--- src/rtl/link_buffer_pkg.sv ---
// Shared flit geometry and helpers for the receive-side link buffer.
package link_buffer_pkg;

  localparam int HDR_SZ  = 4;
  localparam int PL_SZ   = 8;
  localparam int ADDR_SZ = 4;
  localparam int FLIT_W  = HDR_SZ + PL_SZ + ADDR_SZ + 1;

  // Bit positions inside a flit: parity at MSB, dest in the LSBs.
  localparam int PAR_BIT = FLIT_W - 1;
  localparam int HDR_LSB = PL_SZ + ADDR_SZ;
  localparam int PL_LSB  = ADDR_SZ;

  typedef struct packed {
    logic               par;
    logic [HDR_SZ-1:0]  hdr;
    logic [PL_SZ-1:0]   pl;
    logic [ADDR_SZ-1:0] dest;
  } flit_t;

  // Even parity over the whole flit, parity bit included.
  function automatic logic flit_parity_ok(input logic [FLIT_W-1:0] f);
    return ~(^f);
  endfunction

endpackage

--- src/rtl/link_buffer_fifo.sv ---
// Small synchronous FIFO; memory, pointers and occupancy count.
// The caller guarantees push only when not full or popping, pop only when not empty.
module flit_fifo #(
  parameter int DEPTH = 4,
  parameter int WIDTH = 8,
  localparam int AW   = $clog2(DEPTH)
) (
  input  logic             clk,
  input  logic             reset,
  input  logic             push,
  input  logic             pop,
  input  logic [WIDTH-1:0] wdata,
  output logic [WIDTH-1:0] rdata,
  output logic             full,
  output logic             empty,
  output logic [AW:0]      count
);

  logic [WIDTH-1:0] mem [DEPTH];
  logic [AW-1:0]    rd_ptr, wr_ptr;

  // Storage and pointer update; memory cleared so the head reads 0 after reset.
  always_ff @(posedge clk or posedge reset) begin
    if (reset) begin
      for (int i = 0; i < DEPTH; i++) mem[i] <= '0;
      rd_ptr <= '0;
      wr_ptr <= '0;
      count  <= '0;
    end else begin
      if (push) begin
        mem[wr_ptr] <= wdata;
        wr_ptr      <= wr_ptr + 1'b1;
      end
      if (pop) rd_ptr <= rd_ptr + 1'b1;
      case ({push, pop})
        2'b10:   count <= count + 1'b1;
        2'b01:   count <= count - 1'b1;
        default: ;
      endcase
    end
  end

  assign rdata = mem[rd_ptr];
  assign full  = (count == (AW+1)'(DEPTH));
  assign empty = (count == '0);

endmodule

--- src/rtl/link_buffer.sv ---
// Receive link buffer: parity check, FIFO, flow control and debug counters.
module link_buffer
  import link_buffer_pkg::*;
#(
  parameter int DEPTH = 4,
  parameter int SKID  = 2
) (
  input  logic              clk,
  input  logic              reset,
  input  logic [FLIT_W-1:0] in_item,
  input  logic              in_req,
  output logic              channel_busy,
  output logic [FLIT_W-1:0] out_item,
  output logic              out_valid,
  input  logic              out_ready,
  output logic              parity_err,
  output logic              overflow,
  output logic [7:0]        err_cnt,
  output logic [15:0]       flit_cnt
);

  localparam int CW = $clog2(DEPTH) + 1;
  localparam logic [CW-1:0] BUSY_TH = CW'(DEPTH - SKID);

  logic          good, bad, push, pop, full, empty;
  logic [CW-1:0] count;

  assign good = in_req & flit_parity_ok(in_item);
  assign bad  = in_req & ~flit_parity_ok(in_item);
  assign pop  = out_valid & out_ready;
  // A full FIFO still accepts when the head leaves in the same cycle.
  assign push = good & (~full | pop);

  flit_fifo #(.DEPTH(DEPTH), .WIDTH(FLIT_W)) u_fifo (
    .clk   (clk),
    .reset (reset),
    .push  (push),
    .pop   (pop),
    .wdata (in_item),
    .rdata (out_item),
    .full  (full),
    .empty (empty),
    .count (count)
  );

  assign out_valid    = ~empty;
  assign channel_busy = (count >= BUSY_TH);

  // Error pulse, sticky overflow and debug counters.
  always_ff @(posedge clk or posedge reset) begin
    if (reset) begin
      parity_err <= 1'b0;
      overflow   <= 1'b0;
      err_cnt    <= '0;
      flit_cnt   <= '0;
    end else begin
      parity_err <= bad;
      if (good & ~push) overflow <= 1'b1;
      if (bad && err_cnt != 8'hff) err_cnt <= err_cnt + 1'b1;
      if (push) flit_cnt <= flit_cnt + 1'b1;
    end
  end

endmodule
--- config.mk ---
export PLATFORM = sky130hd
export DESIGN_NAME = link_buffer
export DESIGN_NICKNAME = d
export VERILOG_FILES = /design/src/rtl/link_buffer_pkg.sv /design/src/rtl/link_buffer_fifo.sv /design/src/rtl/link_buffer.sv
export SDC_FILE = /design/constraint.sdc
export NUM_CORES = 1
export LEC_CHECK = 0
export CAP_MARGIN = 20
export CORE_MARGIN = 10
export CORE_UTILIZATION = 50
export CTS_CLUSTER_DIAMETER = 120
export DETAILED_ROUTE_END_ITERATION = 10
export PLACE_DENSITY = 0.77
export SYNTH_ARGS = -nofsm -noshare
export SYNTH_HDL_FRONTEND = slang
export SYNTH_SLANG_ARGS = --single-unit
export TNS_END_PERCENT = 20
--- constraint.sdc ---
create_clock -name clk -period 3.1 [get_ports clk]
set_input_delay 0.31 -clock clk [delete_from_list [all_inputs] [get_ports clk]]
set_output_delay 0.31 -clock clk [all_outputs]
set_load 0.03 [all_outputs]
### Word level (Yosys, flattened, before mapping)

Index checks and enable logic that the tools add are counted.

| storage, ports and cells | value |
|---|---|
| bits in latches | 0 |
| input bits | 21 |
| flip-flop bits (word level) | 101 |
| bits in writable memories | 0 |
| memories kept | 0 |
| ROM bits | 0 |
| output and inout bits | 45 |

| cells by class | value |
|---|---|
| equal/unequal tests | 4 |
| bitwise logic cells | 12 |
| multiply operators | 0 |
| magnitude comparators | 4 |
| shifts and indexed selects | 0 |
| reduce and logical (&&, ||, !) cells | 5 |
| add/sub/neg operators | 6 |
| div/mod/pow operators | 0 |
| multiplexer cells | 7 |

Operators with widths:

| kind | number |
|---|---|
| 68-bit bitwise mux | 1 |
| 17-bit 2-to-1 mux | 3 |
| 17-bit binary-select mux with 2-bit select | 1 |
| 17-bit demux with 2-bit select | 1 |
| 17-bit XOR reduction | 1 |
| 16-bit by 1-bit adder with 16-bit output (second input constant) | 1 |
| 8-bit by 1-bit adder with 8-bit output (second input constant) | 1 |
| 8-bit inequality test (second input constant) | 1 |
| 3-bit greater-or-equal comparator (second input constant) | 2 |
| 2-bit NOT with 3-bit output | 2 |
| 3-bit case mux with 2 select lines | 1 |
| 1-bit bitwise AND | 5 |
| 2-bit by 1-bit adder with 2-bit output (second input constant) | 2 |
| 1-bit NOT | 4 |
| 3-bit by 1-bit adder with 3-bit output (second input constant) | 1 |
| 3-bit == test (second input constant) | 1 |
| 3-bit by 2-bit greater-or-equal comparator with 1-bit output (second input constant) | 1 |
| 3-bit zero test | 1 |
| 3-bit by 1-bit less-than comparator with 1-bit output (second input constant) | 1 |
| 3-bit by 1-bit subtractor with 3-bit output (second input constant) | 1 |
| 2-bit by 1-bit == test with 1-bit output (second input constant) | 1 |
| 2-bit == test (second input constant) | 1 |
| 1-bit logical AND | 2 |
| 2-bit nonzero test | 1 |
| 1-bit OR | 1 |

### Longest topological paths before layout

Gate-level depths: netlist of the first run.

| logic depth | value |
|---|---|
| word-level depth | 7 |
| depth in mapped cells | 8 |

### Modules after synthesis

From an unflattened synthesis of the first run, not the netlist that was laid out.

| unflattened totals | value |
|---|---|
| cell total of the unflattened synthesis | 325 |
| area, all modules | 4991.0 um^2 |

By module, submodules not included:

| module | area an instance (um^2) | instances | cells each | sequential area each (um^2) |
|---|---|---|---|---|
| flit_fifo | 3593.4 | 1 | 199 | 1876.8 |
| link_buffer | 1397.6 | 1 | 126 | 650.6 |

### Worst setup path before layout of the first run

OpenSTA, ideal clock, no wires.

| timing | value |
|---|---|
| path kind | input-to-reg |
| start point | in in_item[9] |
| end point | reg u_fifo.mem[17] (netlist name) |
| slack | 0.766 ns |
| library setup time | 0.125 ns |
| cell stages on the path | 7 |
| required time | 2.975 ns |
| path buffers | 1 |
| arrival | 2.209 ns |
| cell sequence | xor2_1 > xnor3_1 > xnor3_2 > and3_4 > nand2_2 > buf_2 > mux2_2 |

| between the ends | value |
|---|---|
| cells in the longest elaborated chain, start to end | 4 |

Ends and longest elaborated chain:

| element | line | text |
|---|---|---|
| start, declared | link_buffer.sv:10 | `input logic [FLIT_W-1:0] in_item,` |
| 17-bit XOR reduction | link_buffer_pkg.sv:23 | `return ~(^f);` |
| 1-bit NOT | -- |  |
| 1-bit bitwise AND | link_buffer.sv:28 | `assign good = in_req & flit_parity_ok(in_item);` |
| 1-bit bitwise AND | link_buffer.sv:32 | `assign push = good & (~full \| pop);` |
| end signal, assigned by index | link_buffer_fifo.sv:31 | `mem[wr_ptr] <= wdata;` |
| end, declared | link_buffer_fifo.sv:19 | `logic [WIDTH-1:0] mem [DEPTH];` |

Every way passes these cells.
A chain may end at the register's enable or synchronous reset.

### Worst setup path after layout of the first run

| timing | value |
|---|---|
| start point | reg u_fifo.rd_ptr[0] |
| end point | out out_item[9] |

| between the ends | value |
|---|---|
| cells in the longest elaborated chain, start to end | 4 |

Ends and longest elaborated chain:

| element | line | text |
|---|---|---|
| start, declared | link_buffer_fifo.sv:20 | `logic [AW-1:0] rd_ptr, wr_ptr;` |
| start signal, assigned | link_buffer_fifo.sv:34 | `if (pop) rd_ptr <= rd_ptr + 1'b1;` |
| 2-bit NOT with 3-bit output (implied by the code) | link_buffer_fifo.sv:43 | `assign rdata = mem[rd_ptr];` |
| 17-bit binary-select mux with 2-bit select | link_buffer_fifo.sv:43 |  |
| 17-bit 2-to-1 mux (implied by the code) (2 in series) | link_buffer_fifo.sv:43 |  |
| end, declared | link_buffer.sv:13 | `output logic [FLIT_W-1:0] out_item,` |

Every way passes these cells. The select of a mux whose other input is x is not followed.

==> results of run 1 <==
==> where the power goes <==
part | switching (mW) | internal [mW] | leakage [nW]
registers | 0.419 | 1.91 | 1.24
clock network | 0.436 | 0.439 | 0.106
logic | 1.55 | 1.78 | 1.24
==> metal layers <==
layer / part of all wire [%] / vias to the layer above
met2: 47 / 63
met3: 6.9 / 10
met4: 0.90 / 0
li1: - / 1268
met5: 0 / -
met1: 45 / 1402
==> synth_stat cells (all sizes together), types with 4 or more instances <==
cell / n / share of area, %
dfrtp: 101 / 52
and3: 5 / 0.75
xnor2: 23 / 4.2
inv: 4 / 0.31
buf: 7 / 2.0
mux4: 17 / 7.9
xnor3: 4 / 1.9
nand2: 13 / 2.1
nor3: 6 / 0.62
and4: 4 / 0.73
nand3: 8 / 0.83
ha: 6 / 1.6
nand4: 7 / 0.91
xor2: 10 / 1.8
mux2: 71 / 19
==> kinds of logic after synthesis <==
| family | count (synthesis) | synth area share (%) |
|---|---|---|
| multiplexers | 88 | 26.88 |
| XOR/XNOR | 37 | 7.894 |
| buffers and inverters | 14 | 2.545 |
| AND/OR/NAND/NOR | 53 | 7.141 |
| AO/OA/AOI/OAI | 9 | 1.117 |
| flip-flops | 101 | 52.45 |
| adder cells (fa/ha/maj) | 7 | 1.973 |
==> flip-flops by register name, indices dropped and copies added, names as in the netlist <==
signal	cells
err_cnt	8
overflow	1
parity_err	1
u_fifo.wr_ptr	2
u_fifo.rd_ptr	2
u_fifo.count	3
flit_cnt	16
u_fifo.mem	68
==> critical path, delay by kind of cell (launching register included) <==
| family | cells | cell delay (ns) |
|---|---|---|
| buffers and inverters | 2 | 0.90 |
| DFF | 1 | 0.63 |
| muxes | 1 | 0.53 |
==> area by class of cell <==
class | instances | area [um2] | share of cell area (%)
Inverter | 4 | 17.52 | 0.3008
Tap cell | 129 | 161.4 | 2.771
Clock inverter | 3 | 42.54 | 0.7304
Timing Repair Buffer | 75 | 738.2 | 12.67
Multi-Input combinational cell | 194 | 2168 | 37.23
Clock buffer | 13 | 168.9 | 2.900
Sequential cell | 101 | 2527 | 43.39
==> final timing paths <==
kind	depth (start not counted)	endpoint	startpoint	slack [ns]
min	2	u_fifo.mem[34]	reset	0.36
max	3	out_item[9]	u_fifo.rd_ptr[0]	0.35
min reg2reg	1	flit_cnt[15]	flit_cnt[15]	0.49
max in group asynchronous	3	u_fifo.mem[55]	reset	2.05
min in group clk	1	flit_cnt[15]	flit_cnt[15]	0.49
max reg2reg	5	u_fifo.mem[18]	u_fifo.count[0]	0.89
==> per-stage QoR <==
step | setup slack [ns] | total power [mW]
floorplan | 0.1429 | 4.681
global placement | 0.2045 | 5.641
detailed placement | 0.1735 | 5.730
CTS | 0.3258 | 6.627
global route | 0.2229 | 6.933
finish | 0.3537 | 6.541
==> impl_metrics.csv, run 1 <==
group,metric,value,unit
status,status,"completed",
worst_setup_path,worstPathMaxFanout,8,
drt,final_antenna_net_count,0,
worst_setup_path,crit_path_cell_trace,"buf_4 > mux4_2 > clkdlybuf4s50_1",
finish,drive_gt1_share,31.28,%
global_route,grt-busiest-layer,"met2",
global_route,grt_first_pass_wirelength,16020,um
clocking,cts_post_setup_buffers_inserted,0,
worst_setup_path,cp.required,2.79,ns
die,num_rows,35,
timing,slew_headroom,59.31,%
timing,max_freq,364.1,MHz
placed_design,hpwl,6566,um
timing,rsz0062_at_grt,"no",
global_route,first_global_vias,3042,
finish,postLayoutCellArea,0.005824,mm2
global_route,gr-usage-all-layers,14.10,%
worst_setup_path,crit_slowest_cell,"dfrtp_1",
clocking,cts_tree,"done",
clocking,cts-resized-gates,0,
yosys,ys_seq_area_share,52.45,%
worst_setup_path,max_stage_delay,0.63,ns
drt,drc_errors,0,
flow_run,max-cap-violations,0,
clocking,cts.clk_slew.worst_paths,0.09,ns
global_route,grt_use_met3,6.235,%
die,die_w,118.2,um
clocking,cts_buffer_depth,2,
timing,timing.hold.ws,0.3616,ns
die,start_util,51.66,%
worst_setup_path,crit_type,"reg2out",
global_route,use_met1,17.61,%
yosys,synthCells,309,
finish,fin_cells,519,
drt,vias_per_cell,5.285,
die,coreArea,0.009328,mm2
die,die_h,118.2,um
die,io_pins,66,
drt,firstDrtPassIters,4,
drt,vias,2743,
finish,final_util,62.44,%
timing,slew_violations,0,
placed_design,gp_congestion,0.7692,
clocking,cts_hold_buf,0,
clocking,numClockSinks,101,
timing,fin_crit,2.746,ns
yosys,synth-main-ff-cell,"dfrtp_1",
finish,fillers,708,
worst_setup_path,critPathLaunchType,"flip-flop",
timing,hold_viol,0,
power,power.density,1123,mW/mm2
finish,n_antenna_cell,0,
power,peakVddDrop,0.5395,mV
clocking,htreeDepth,3,
clocking,clockRootBuffer,"clkbuf_8",
yosys,synth-edff-count,0,
drt,routedWlPerCell,18.34,um
yosys,yosysWarnings,0,
worst_hold_path,hp-class,"in2async",
clocking,cts_made_buffers,9,
finish,final_common_cell,"dfrtp_1",
yosys,async_flop_share,100.0,%
finish,layout.nets,413,
drt,drtIter0Drc,121,
worst_setup_path,arrival,2.44,ns
global_route,grt_overflow,0,
clocking,clkLatencyLatePin,0.37,ns
global_route,grt_util_met2,22.15,%
placed_design,place_inst,503,
finish,mostFrequentLayoutCells,"dfrtp_1, clkdlybuf4s50_1, mux2_2",
global_route,antenna_found_initial,0,
yosys,synth_area,0.004818,mm2
power,power_leakage,2.590,nW
placed_design,port_buffers,65,
worst_setup_path,cp-end-kind,"output pin",
yosys,ys_seq_elements,101,
die,fp.dieArea,0.01396,mm2
timing,finalSetupViolCount,0,
global_route,grt_max_degree,55,
timing,fin_skew,0.006971,ns
timing,worst_pin_slew,0.6104,ns
timing,tns,0,ns
drt,drt-total-wl,9517,um
placed_design,dpl_cell_area,0.005613,mm2
yosys,syn_area_per_cell,15.59,um2
yosys,syn_nets,337,
yosys,yosysUniqueCellTypes,37,
timing,layout_worst_path_cycle_share,88.59,%
finish,area_delta_synth_final,20.88,%
No activity file was read; power rests on OpenSTA's default activity.
==> inputs of run 2 (changes only) <==
--- a/config.mk
+++ b/config.mk
@@ -11,6 +11,7 @@
 export CTS_CLUSTER_DIAMETER = 120
 export DETAILED_ROUTE_END_ITERATION = 10
 export PLACE_DENSITY = 0.77
+export SLEW_MARGIN = 20
 export SYNTH_ARGS = -nofsm -noshare
 export SYNTH_HDL_FRONTEND = slang
 export SYNTH_SLANG_ARGS = --single-unit
==> results of run 2 <==
No change in the layout: final DEF, timing and power equal those of run 1.
==> inputs of run 3 (changes only) <==
--- a/config.mk
+++ b/config.mk
@@ -5,7 +5,6 @@
 export SDC_FILE = /design/constraint.sdc
 export NUM_CORES = 1
 export LEC_CHECK = 0
-export CAP_MARGIN = 20
 export CORE_MARGIN = 10
 export CORE_UTILIZATION = 50
 export CTS_CLUSTER_DIAMETER = 120
==> results of run 3 <==
No change in the layout: final DEF, timing and power equal those of run 1.
==> edit 1, RTL diff (config.mk and constraints of run 3) <==
Register the output `flit_cnt` once more, cleared by the reset; this adds one clock of latency there. The other outputs are not delayed to match.
--- a/src/rtl/link_buffer.sv
+++ b/src/rtl/link_buffer.sv
@@ -21,6 +21,8 @@
 
   localparam int CW = $clog2(DEPTH) + 1;
   localparam logic [CW-1:0] BUSY_TH = CW'(DEPTH - SKID);
+
+  logic [15:0] flit_cnt_s0;
 
   logic          good, bad, push, pop, full, empty;
   logic [CW-1:0] count;
@@ -52,12 +54,20 @@
       parity_err <= 1'b0;
       overflow   <= 1'b0;
       err_cnt    <= '0;
-      flit_cnt   <= '0;
+      flit_cnt_s0 <= '0;
     end else begin
       parity_err <= bad;
       if (good & ~push) overflow <= 1'b1;
       if (bad && err_cnt != 8'hff) err_cnt <= err_cnt + 1'b1;
-      if (push) flit_cnt <= flit_cnt + 1'b1;
+      if (push) flit_cnt_s0 <= flit_cnt_s0 + 1'b1;
+    end
+  end
+
+  always_ff @(posedge clk or posedge reset) begin
+    if (reset) begin
+      flit_cnt <= '0;
+    end else begin
+      flit_cnt <= flit_cnt_s0;
     end
   end
 
Check against the original RTL: not equivalent (Yosys sat finds a counterexample within 4 cycles, from zero or initial values and one cycle with reset high).
==> edit 1 against run 3 <==
Die area up 5.8%. Area after synthesis up 7.0%. Sequential cell count grew 16. Setup slack worse by 0.032 ns. Worst hold slack got worse by 0.019 ns. Sequential power is 12% higher. Power increased by 23%. Final area increased by 16%. Count of clock-buffer cells in the layout is 4 higher. Sequential share of layout area down 0.15 points. Routed wire length up 9.5%. Clock skew is 0.00099 ns lower. Largest cell class unchanged. Largest power group unchanged.
==> edit 1: results <==
[worst_setup_path]
crit_fanout = 10
critPathCapture = "out_item[8]"
arrival_ns = 2.47
r2r_cells = 8
r2r_end = "u_fifo.count[2]"
ff2ff_setup_slack_ns = 0.98

[logic_synthesis]
synthTopCellsByCount = "dfrtp_1 (117), mux2_2 (71), xnor2_1 (30), mux4_2 (17)"
synthXorXnorAreaFrac_pct = 7.84
synth_compound_area_share_pct = 1.70
synth.avg_cell_area_um2 = 14.9
synth.mux.area_fraction_pct = 23.1

[routing]
wl_met3_um = 864
wl_met1_um = 4250
drtIter0Drc = 216
wl_met2_um = 5200

[sta]
worst_pin_slew_ns = 0.599
setup_ws_ns = 0.322

[power]
internal_power_uw = 5340

[grt]
grt_pass1_wl_um = 17200
met3_usage_pct = 6.20
grt_use_met2_pct = 24.2
grt_pass1_vias = 3416

[placed_design]
gp_congestion = 0.781
dp_hpwl_um = 6990

[final_layout]
multi_input_cells = 210
top_regs = "u_fifo.mem: 68 flops, flit_cnt: 16 flops, flit_cnt_s0: 16 flops"
final_area_mm2 = 0.00677
n_all_buffers = 89
seq_share_pct = 43.2
nets = 472
buf_share_pct = 13.0

[floorplan]
die-area_mm2 = 0.0148

[cts]
clkTransAtPathRegs_ns = 0.06
htree_levels = 4

[status]
status = "complete, no violations"
==> edit 1: cell count changes after synthesis, moves of 4 or more <==
| cell | run 3 | this run |
|---|---|---|
| mux2_2 | 41 | 71 |
| buf_12 | 4 | 0 |
| nand3_1 | 8 | 14 |
| dfrtp_1 | 101 | 117 |
| nand2_1 | 9 | 14 |
| nor2_1 | 3 | 10 |
| xor2_1 | 10 | 3 |
| inv_1 | 4 | 9 |
| nand2b_1 | 0 | 5 |
| nor3_1 | 6 | 1 |
| mux2_4 | 30 | 0 |
| xnor2_1 | 23 | 30 |
==> edit 1: power by group through the flow <==
stage	combinational (uW)	clock, uW	sequential, uW
finish	3420	2030	2620
global route	3680	2130	2700
CTS	3480	2070	2620
detailed placement	3460	0	2630
global placement	3390	0	2580
floorplan	2170	0	2680
==> edit 1: worst register-to-register path, delay by kind of cell, from the launching register on <==
family	cells	cell delay, ns
adder cells (fa/ha/maj)	1	0.39
flip-flops	1	0.44
AND/OR/NAND/NOR	6	1.13
AO/OA/AOI/OAI	1	0.08
==> edit 2, RTL diff (settings of run 3) <==
Made on the original files. `DEPTH` is set to 4 in 2 places; all go to 2.
--- a/src/rtl/link_buffer_fifo.sv
+++ b/src/rtl/link_buffer_fifo.sv
@@ -1,7 +1,7 @@
 // Small synchronous FIFO; memory, pointers and occupancy count.
 // The caller guarantees push only when not full or popping, pop only when not empty.
 module flit_fifo #(
-  parameter int DEPTH = 4,
+  parameter int DEPTH = 2,
   parameter int WIDTH = 8,
   localparam int AW   = $clog2(DEPTH)
 ) (
--- a/src/rtl/link_buffer.sv
+++ b/src/rtl/link_buffer.sv
@@ -2,7 +2,7 @@
 module link_buffer
   import link_buffer_pkg::*;
 #(
-  parameter int DEPTH = 4,
+  parameter int DEPTH = 2,
   parameter int SKID  = 2
 ) (
   input  logic              clk,
Function: changed (a bounded check fails within 4 cycles, from zero or initial values and one cycle with reset high).
==> edit 2 against run 3 <==
Highest routed layer unchanged. Power decreased by 28%. Largest cell class unchanged. Clock power decreased by 23%. Final area decreased by 31%. Area after synthesis decreased by 35%. Sequential cell count decreased by 37. Sequential share of layout area decreased by 3.8 points. Critical path depth increased by 4. Register-to-register slack improved by 0.29 ns. Utilization increased by 5.0 points. Critical endpoint is now u_fifo.mem[21]. Routed wire length decreased by 33%. Cell count decreased by 25%. Setup slack improved by 0.21 ns.
==> edit 2: results <==
[status]
status = "complete, no violations"

[final_layout]
final-seq-area_mm2 = 0.00160
buf_share_pct = 17.7
clock_area_share_pct = 4.46
fillers = 464
n_all_buffers = 72
multi_input_cells = 157
top_regs = "u_fifo.mem: 34 flops, flit_cnt: 16 flops, err_cnt: 8 flops"
drive_above_1_share_pct = 25.8
clkbuf_count = 12
multi_input_area_share_pct = 35.5
nets = 333

[worst_setup_path]
timing.rr.start = "u_fifo.count[1]"
critical-path-slowest-cell = "clkdlybuf4s50_1"
cp_top_family = "XOR/XNOR gates"
startpoint = "in_item[8]"
crit_fanout = 9
ff2ff_setup_slack_ns = 1.18
arrival_ns = 2.76
critPathCapture = "u_fifo.mem[21]"
slowest_delay_ns = 0.55
r2r_end = "flit_cnt[15]"

[logic_synthesis]
synth_fa_ha_area_share_pct = 1.20
synthXorXnorAreaFrac_pct = 13.0
synth_area_leaders = "dfrtp_1 (51%), mux2_2 (13%), mux2_4 (8.6%), xor2_1 (5.3%), xnor2_1 (3.9%)"
synth_compound_area_share_pct = 0.801
synth.distinct_cells = 34
synthTopCellsByCount = "dfrtp_1 (64), mux2_2 (35), xor2_1 (19), mux2_4 (18), xnor2_1 (14)"
seq_area_frac_synth_pct = 51.2
synth.net_count = 258

[grt]
grt_max_degree = 37
grtUsageTotal_pct = 13.6
grt_pass1_vias = 2138
grt_pass1_wl_um = 10900

[sta]
finalClockSkew_ns = 0.00648
setup_ws_ns = 0.561
max_slew_margin_pct = 59.8

[placed_design]
portBuffers = 64
dp_hpwl_um = 4650
gp_congestion = 0.793
place_ws_ns = 0.243

[cts]
clkTransAtPathRegs_ns = 0.07
clk_latency_ns = 0.33

[power]
leakage_uw = 0.00182
p_switching_uw = 1830
power_frac_comb_pct = 53.7
vdd_drop_max_uv = 663

[routing]
drtIter0Drc = 47
routedWlPerCell_um = 16.5
routed-via-count = 2004
## edit 2: cell types whose count changed after synthesis, sizes merged, moves of 4 or more
cell / run 3 / this run
nor2: 3 / 8
nor3: 6 / 12
nand4: 7 / 3
mux4: 17 / 0
dfrtp: 101 / 64
xor2: 10 / 19
mux2: 71 / 53
nand2: 13 / 9
xnor2: 23 / 14
## edit 2: per-layer routing
| metal | vias up | part of all wire (%) | track usage (%) |
|---|---|---|---|
| met5 | - | 0 | 0 |
| met4 | 0 | 0.59 | 3.31 |
| met3 | 5 | 7.9 | 6.63 |
| met2 | 60 | 46 | 20.7 |
| met1 | 981 | 45 | 17.0 |
| li1 | 958 | - | - |
## edit 2: per-stage QoR
stage               power, uW  hold WS, ns  cell area [um^2]  utilization, %  std cells
floorplan                3190        0.439              3130               -        234
CTS                      4770        0.367              4040            67.4        389
detailed placement       4070        0.462              3860            64.4        373
global route             5000        0.403              4040            67.4        389
finish                   4710        0.373              4040            67.4        389
global placement         4030        0.456              3860            64.4        373
